<file path="src/rtl/credit_tx.sv">
// credit_tx: sending end of a credit-based link.
// Words from an upstream valid/ready stream go into a 2-entry in-order
// buffer. A buffered word is written to the remote receiver, using a
// single-cycle strobe, only while credit remains. The receiver returns
// one credit each time it pops a word.
// Optional statistics counters are enabled by defining CREDIT_TX_STAT_EN.
// When the macro is not defined, stat_sent and stat_stall are tied to zero.
module credit_tx #(
  parameter int WIDTH   = 8,
  parameter int CREDITS = 8
) (
  input  logic             clk,
  input  logic             reset_p,
  input  logic             link_up,
  input  logic [WIDTH-1:0] s_data,
  input  logic             s_valid,
  output logic             s_ready,
  output logic [WIDTH-1:0] tx_data,
  output logic             tx_we,
  input  logic             credit_rtn,
  output logic [7:0]       credit_cnt,
  output logic             err_ovf,
  output logic             idle,
  output logic [31:0]      stat_sent,
  output logic [31:0]      stat_stall
);

  typedef enum logic [1:0] {
    ST_INIT = 2'd0,
    ST_RUN  = 2'd1,
    ST_HALT = 2'd2
  } state_t;

  localparam logic [7:0] CREDIT_MAX = 8'(CREDITS);

  state_t           state_r;
  logic [WIDTH-1:0] buf_mem_r [2];
  logic             rd_ptr_r;
  logic             wr_ptr_r;
  logic [1:0]       count_r;

  logic             push_s;
  logic             pop_s;
  logic             ret_s;
  logic [7:0]       credit_next_s;
  logic             ovf_set_s;

  // Readiness depends only on registered state, so it never loops back through s_valid.
  assign s_ready = (count_r < 2'd2) && (state_r != ST_INIT);
  assign idle    = (state_r == ST_RUN) && (count_r == 2'd0) && (credit_cnt == CREDIT_MAX);

  // Decide the push, send and credit-return events for this edge.
  always_comb begin
    push_s = s_valid & s_ready;
    // A link drop seen at this edge already blocks the send.
    pop_s  = (state_r == ST_RUN) && link_up && (count_r != 2'd0) && (credit_cnt != 8'd0);
    ret_s  = credit_rtn && (state_r == ST_RUN);
  end

  // Compute the next credit count and detect a return that would exceed the maximum.
  always_comb begin
    credit_next_s = credit_cnt;
    ovf_set_s     = 1'b0;
    case (state_r)
      ST_HALT: begin
        // When the link comes back up, the receiver has been reset and its buffer is empty again.
        if (link_up) begin
          credit_next_s = CREDIT_MAX;
        end else begin
          credit_next_s = credit_cnt;
        end
      end
      ST_RUN: begin
        if (pop_s && !ret_s) begin
          credit_next_s = credit_cnt - 8'd1;
        end else if (ret_s && !pop_s) begin
          if (credit_cnt == CREDIT_MAX) begin
            ovf_set_s = 1'b1;
          end else begin
            credit_next_s = credit_cnt + 8'd1;
          end
        end else begin
          credit_next_s = credit_cnt;
        end
      end
      default: begin
        credit_next_s = credit_cnt;
      end
    endcase
  end

  // Link state machine with registered write strobe, data, credit count and sticky error.
  always_ff @(posedge clk) begin
    if (reset_p) begin
      state_r    <= ST_INIT;
      tx_we      <= 1'b0;
      tx_data    <= '0;
      credit_cnt <= CREDIT_MAX;
      err_ovf    <= 1'b0;
    end else begin
      credit_cnt <= credit_next_s;
      if (ovf_set_s) begin
        err_ovf <= 1'b1;
      end
      if (pop_s) begin
        tx_we   <= 1'b1;
        tx_data <= buf_mem_r[rd_ptr_r];
      end else begin
        tx_we   <= 1'b0;
      end
      case (state_r)
        ST_INIT: if (link_up)  state_r <= ST_RUN;
        ST_RUN:  if (!link_up) state_r <= ST_HALT;
        ST_HALT: if (link_up)  state_r <= ST_RUN;
        default: state_r <= ST_INIT;
      endcase
    end
  end

  // Buffer pointers and occupancy. A reset drops any buffered words.
  always_ff @(posedge clk) begin
    if (reset_p) begin
      rd_ptr_r <= 1'b0;
      wr_ptr_r <= 1'b0;
      count_r  <= 2'd0;
    end else begin
      if (push_s) wr_ptr_r <= ~wr_ptr_r;
      if (pop_s)  rd_ptr_r <= ~rd_ptr_r;
      case ({push_s, pop_s})
        2'b10:   count_r <= count_r + 2'd1;
        2'b01:   count_r <= count_r - 2'd1;
        default: count_r <= count_r;
      endcase
    end
  end

  // Buffer storage. Its contents only matter while count_r marks them as valid.
  always_ff @(posedge clk) begin
    if (push_s) begin
      buf_mem_r[wr_ptr_r] <= s_data;
    end
  end

`ifdef CREDIT_TX_STAT_EN
  logic stall_s;
  assign stall_s = (state_r == ST_RUN) && (count_r != 2'd0) && (credit_cnt == 8'd0);

  // Free-running statistics: words sent, and cycles that have data waiting but no credit.
  always_ff @(posedge clk) begin
    if (reset_p) begin
      stat_sent  <= 32'd0;
      stat_stall <= 32'd0;
    end else begin
      if (pop_s)   stat_sent  <= stat_sent + 32'd1;
      if (stall_s) stat_stall <= stat_stall + 32'd1;
    end
  end
`else
  assign stat_sent  = 32'd0;
  assign stat_stall = 32'd0;
`endif

endmodule

</file>
<file path="config.mk">
export PLATFORM = sky130hd
export DESIGN_NAME = credit_tx
export DESIGN_NICKNAME = d
export VERILOG_FILES = /design/src/rtl/credit_tx.sv
export SDC_FILE = /design/constraint.sdc
export NUM_CORES = 1
export LEC_CHECK = 0
export BUFFER_PORTS_ARGS = -buffer_cell sky130_fd_sc_hd__clkbuf_2
export CAP_MARGIN = 10
export CORE_MARGIN = 2
export CORE_UTILIZATION = 48
export CTS_CLUSTER_SIZE = 28
export DETAILED_ROUTE_END_ITERATION = 10
export GPL_TIMING_DRIVEN = 0
export PLACE_DENSITY = 0.91
export SYNTH_ARGS = -nofsm -noshare
export SYNTH_HDL_FRONTEND = slang
export SYNTH_SLANG_ARGS = --single-unit
</file>
<file path="constraint.sdc">
create_clock -name clk -period 3.1 [get_ports clk]
set_input_delay 0.465 -clock clk [delete_from_list [all_inputs] [get_ports clk]]
set_output_delay 0.465 -clock clk [all_outputs]
set_load 0.02 [all_outputs]
</file>
### After elaboration in Yosys (flattened, before gate mapping)

Memory sizes are Yosys's and may differ from the RTL's. A register that Yosys moved wholly into a read port is not among the register bits.
Cells that the tools add are included.

* flip-flop bits (word level): 16
* bits in latches: 0
* bits in writable memories: 16
* ROM bits: 0
* input bits: 13
* logic and storage cells: 63
* memories kept: 1

Memory list
* buf_mem_r: depth 2, bits a word 8, rd ports 1, clocked after Yosys merged registers in 1, write ports 1, RTL line 37 `logic [WIDTH-1:0] buf_mem_r [2];`

* $add $sub $neg: 4
* multiply operators: 0
* divide/modulo/power cells: 0
* order comparisons: 1
* equality and inequality tests: 10
* shift operators: 0
* mux-type cells: 16
* bitwise operators: 3
* reductions and logical operators: 21

Operator list (number)
* 8-bit two-way mux: 4
* 8-bit one-hot mux with 2 select lines: 1
* 1-bit logical AND: 9
* 8-bit by 1-bit adder with 8-bit output, second input constant: 1
* 8-bit by 4-bit equality test with 1-bit output, second input constant: 1
* 2-bit one-hot mux with 2 select lines: 2
* 2-bit nonzero test: 4
* 8-bit nonzero test: 1
* 8-bit by 1-bit subtractor with 8-bit output, second input constant: 1
* 1-bit two-way mux: 7
* 2-bit by 1-bit equality test with 1-bit output, second input constant: 2
* 2-bit equality test, second input constant: 2
* 2-bit zero test: 2
* 2-bit two-way mux: 2
* 2-bit != test, second input constant: 2
* 4-bit AND reduction: 1
* 3-bit by 1-bit != test with 1-bit output, second input constant: 1
* 3-bit != test, second input constant: 1
* 2-bit by 1-bit adder with 2-bit output, second input constant: 1
* 1-bit zero test: 2
* 2-bit < comparator, second input constant: 1
* 2-bit by 1-bit != test with 1-bit output, second input constant: 1
* 1-bit inverter: 2
* 2-bit AND reduction: 1
* other kinds (3): 3

### Depth between registers and ports, before layout

* depth after elaboration: 9
* mapped depth: 10
* mapped depth without buffers: 10

### Least setup slack after synthesis

Ideal clock, no wire load.

* path type: register -> register
* start point: register credit_cnt[0]
* end point: register credit_cnt[7]
* arrival: 2967 ps
* required time: 3026 ps
* setup slack: 58 ps
* cell stages (with the launch flop): 11
* buffers on the path: 0
* period minus slack after synthesis: 3042 ps
* cell sequence: dfxtp_1 > nor3_2 > and3_2 > nor4_2 > ha_1 > a211oi_1 > o311ai_1 > o31ai_1 > xor2_1 > or3_1 > a31oi_1

* word-level cells in the longest chain between the ends: 6
* elaborated cells between the ends (all ways): 15
* classes of those cells: 2 x add/sub; 3 x eq/ne; 4 x mux; 6 x reduce/logical

RTL lines
* start: declaration: RTL line 21 `output logic [7:0] credit_cnt,`
* start signal: assignment: RTL line 101 `credit_cnt <= credit_next_s;`
* parallel branches: the longest is 6 deep, another holds 8-bit by 1-bit adder with 8-bit output

Parallel ways; which one is timed is not known. The select of a mux whose other input is x is not followed.
A chain may end at the register's enable or synchronous reset.

### Worst setup path in the final report

* start point: register credit_cnt[4]
* end point: register credit_cnt[7]

Same word-level chain as after synthesis.

==> results_dict.tcl <==
set metrics [dict create \
    status "finished clean" \
    fmax_mhz 334 \
    postLayoutCoreUtil 0.618 \
    initial_utilization 0.493 \
    power.leakage_nw 1.42 \
    cp.arrival_ns 3.22 \
    dr.first_iter.drc_count 33 \
    finalCritPeriodShare 0.966 \
    finalClockSkew_ns 0.00558 \
    postSynth.asyncResetShare 0 \
    h-tree-depth 2 \
    hp-class "in2reg" \
    path_delay_family "simple AND/OR/NAND/NOR gates" \
    clk_pin_slew_worst_paths_ns 0.07 \
    drc 0 \
    first_pass_iters 4 \
    cts_buffer_depth 2 \
    viasPerCell 4.49 \
    tightest_slew_ns 0.687 \
    grt_overflow_total 0 \
    ys_types 43 \
    die_width_um 73.2 \
    core_um2 4660 \
    cts_root_buf "clkbuf_8" \
    syn_inst 230 \
    synth.yosys.warnings 0 \
    clkSinkCount 40 \
    slew_viol_final 0 \
    ir_drop_mv 0.322 \
    critPathMaxStageDelay_ns 0.39 \
    fin_tns_setup_ns 0 \
    final_layout_size_suffix_gt1_frac 0.342 \
    multiInputGateArea_um2 1070 \
    ant_nets 0 \
    regArea_um2 961 \
    row_count 25 \
    grt_pass1_wl_um 6270 \
    finalSetupViolations 0 \
    crit_top_cell "nor4_4" \
    startpoint_type "flip-flop" \
    cp_num_buf_inv 1 \
    finalHoldViolCount 0 \
    fillers 369 \
    grtUsageTotal 0.157 \
    antenna_cells 0 \
    port_buffers 32 \
    synth_top_flop_cell "dfxtp_1" \
    routabilityCongestion 0.889 \
    max_cap_viol_count 0 \
    io_pins 97 \
    synth_area_um2 2300 \
    synth_seq_cells 40 \
    place_area_um2 2760 \
    vias 1753 \
    wirelength_um 4290 \
    end_kind "flip-flop" \
    fp.dieH_um 73.2 \
    path_class "reg2reg" \
    cp_cell_sequence "nor4_4 > and3_2 > nor4_4 > buf_4 > ha_1 > a211oi_1 > o311ai_2 > o31ai_1 > xor2_1 > or3_1 > a31oi_1" \
    antenna_found_initial 0 \
    clk_latency_ns 0.29 \
    syn_to_final_growth_pct 25.4 \
    crit_fanout 7 \
    dieArea_um2 5360 \
    yosysSeqAreaShare 0.418 \
    wl_per_cell_um 11.0 \
    finalInstanceArea_um2 2880 \
    crit_slowest_cell "nor4_4" \
    first_global_vias 1444 \
    timing.hold.ws_ns 0.356 \
    place_hpwl_um 3270 \
    syn_avg_cell_area_um2 9.99 \
    grt_max_degree 13 \
    fin_nets 356 \
    worstPathRequired_ns 3.32 \
    cts_tree "built" \
    power_density_nw_per_um2 381 \
    period_needed_ns 2.99 \
    cts_inserted_buffers 5 \
    max_slew_margin 0.540 \
    synth-edff-count 16 \
]
logic make-up (layout without fill, tap and decap cells):
group	count (synthesis)	after routing	share of synthesized area
XOR/XNOR	10	10	0.0381
buffers and inverters	73	116	0.226
multiplexers	10	10	0.0441
flip-flops	40	40	0.418
AO/OA/AOI/OAI	33	33	0.0958
adder cells (fa/ha/maj)	8	8	0.0468
other	1	64	0.00163
AND/OR/NAND/NOR	55	55	0.130
sequential cells by signal (all words and copies together) (netlist names):
signal and count:
state_r 2, rd_ptr_r 1, credit_cnt 8, err_ovf 1, tx_data 8, count_r 2, wr_ptr_r 1, tx_we 1
buf_mem_r 16
layer usage:
layer / vias up / share of wire / track usage
li1: 877 / - / -
met1: 772 / 0.35 / 0.171
met2: 92 / 0.50 / 0.268
met3: 12 / 0.11 / 0.0483
met4: 0 / 0.033 / 0.0864
met5: - / 0 / 0
cell usage after synthesis, types with 2 or more instances:
master / n / area, um2
nand2b_1: 2 / 12.5
nor3_1: 2 / 10.0
inv_1: 5 / 18.8
xor2_1: 3 / 26.3
nand3_1: 7 / 35.0
xnor2_1: 7 / 61.3
ha_1: 7 / 87.6
dfxtp_1: 24 / 480
mux2i_1: 9 / 90.1
or3_1: 2 / 12.5
nand2_1: 6 / 22.5
a31oi_1: 2 / 12.5
edfxtp_1: 16 / 480
a21o_1: 2 / 15.0
clkbuf_1: 2 / 7.51
nor3_2: 2 / 20.0
buf_4: 65 / 488
o21ai_0: 3 / 15.0
a211oi_1: 10 / 75.1
nor2_1: 24 / 90.1
a21oi_1: 8 / 40.0
cell type report:
type                            instances  area share
Buffer                                 68       0.174
Clock inverter                          2     0.00261
Multi-Input combinational cell        180       0.372
Timing Repair Buffer                   35      0.0634
Sequential cell                        40       0.333
Inverter                                5     0.00651
Clock buffer                            6      0.0252
Tap cell                               54      0.0234
final timing paths:
path	start	end	slack [ns]	cells past startpoint
hold / removal	s_data[1]	buf_mem_r[1][1]	0.36	1
setup reg to reg	credit_cnt[4]	credit_cnt[7]	0.11	11
hold reg to reg	err_ovf	err_ovf	0.50	2
setup / recovery	credit_cnt[4]	credit_cnt[7]	0.11	11
per-stage QoR:
stage                     cells  power, W  worst slack (ns)
after floorplan             293  0.000756            0.0582
after global placement      379  0.000780            -0.156
after detailed placement    379  0.000784            -0.249
after CTS                   387   0.00110            0.0183
after global routing        390   0.00114           -0.0429
final                       390   0.00110             0.106
power breakdown:
part           total [W]  switching [W]  internal [W]
Combinational   0.000209       0.000126     0.0000824
Sequential      0.000570     0.00000855      0.000561
Clock           0.000321       0.000168      0.000153
Total            0.00110       0.000302      0.000797
what timing repair did:
item	in CTS	in global routing
pin swaps	0	1
gates resized for setup	1	1
hold buffers	0	0
buffers inserted	0	3
setup endpoints to repair	1	1
cell usage in the layout (no fill, tap or decap), drive strengths merged, types with 2 or more instances in the layout:
cell type / count
a21oi: 8
nor2: 24
xor2: 3
mux2i: 9
dfxtp: 24
nand3: 7
nor3: 4
conb: 64
a21o: 2
or3: 2
a211oi: 10
edfxtp: 16
nand2: 6
o21ai: 5
buf: 69
ha: 7
inv: 5
clkbuf: 40
nand2b: 3
xnor2: 7
nor4: 3
clkinv: 2
and3: 2
a31oi: 2
No activity file was read; power rests on OpenSTA's default activity.
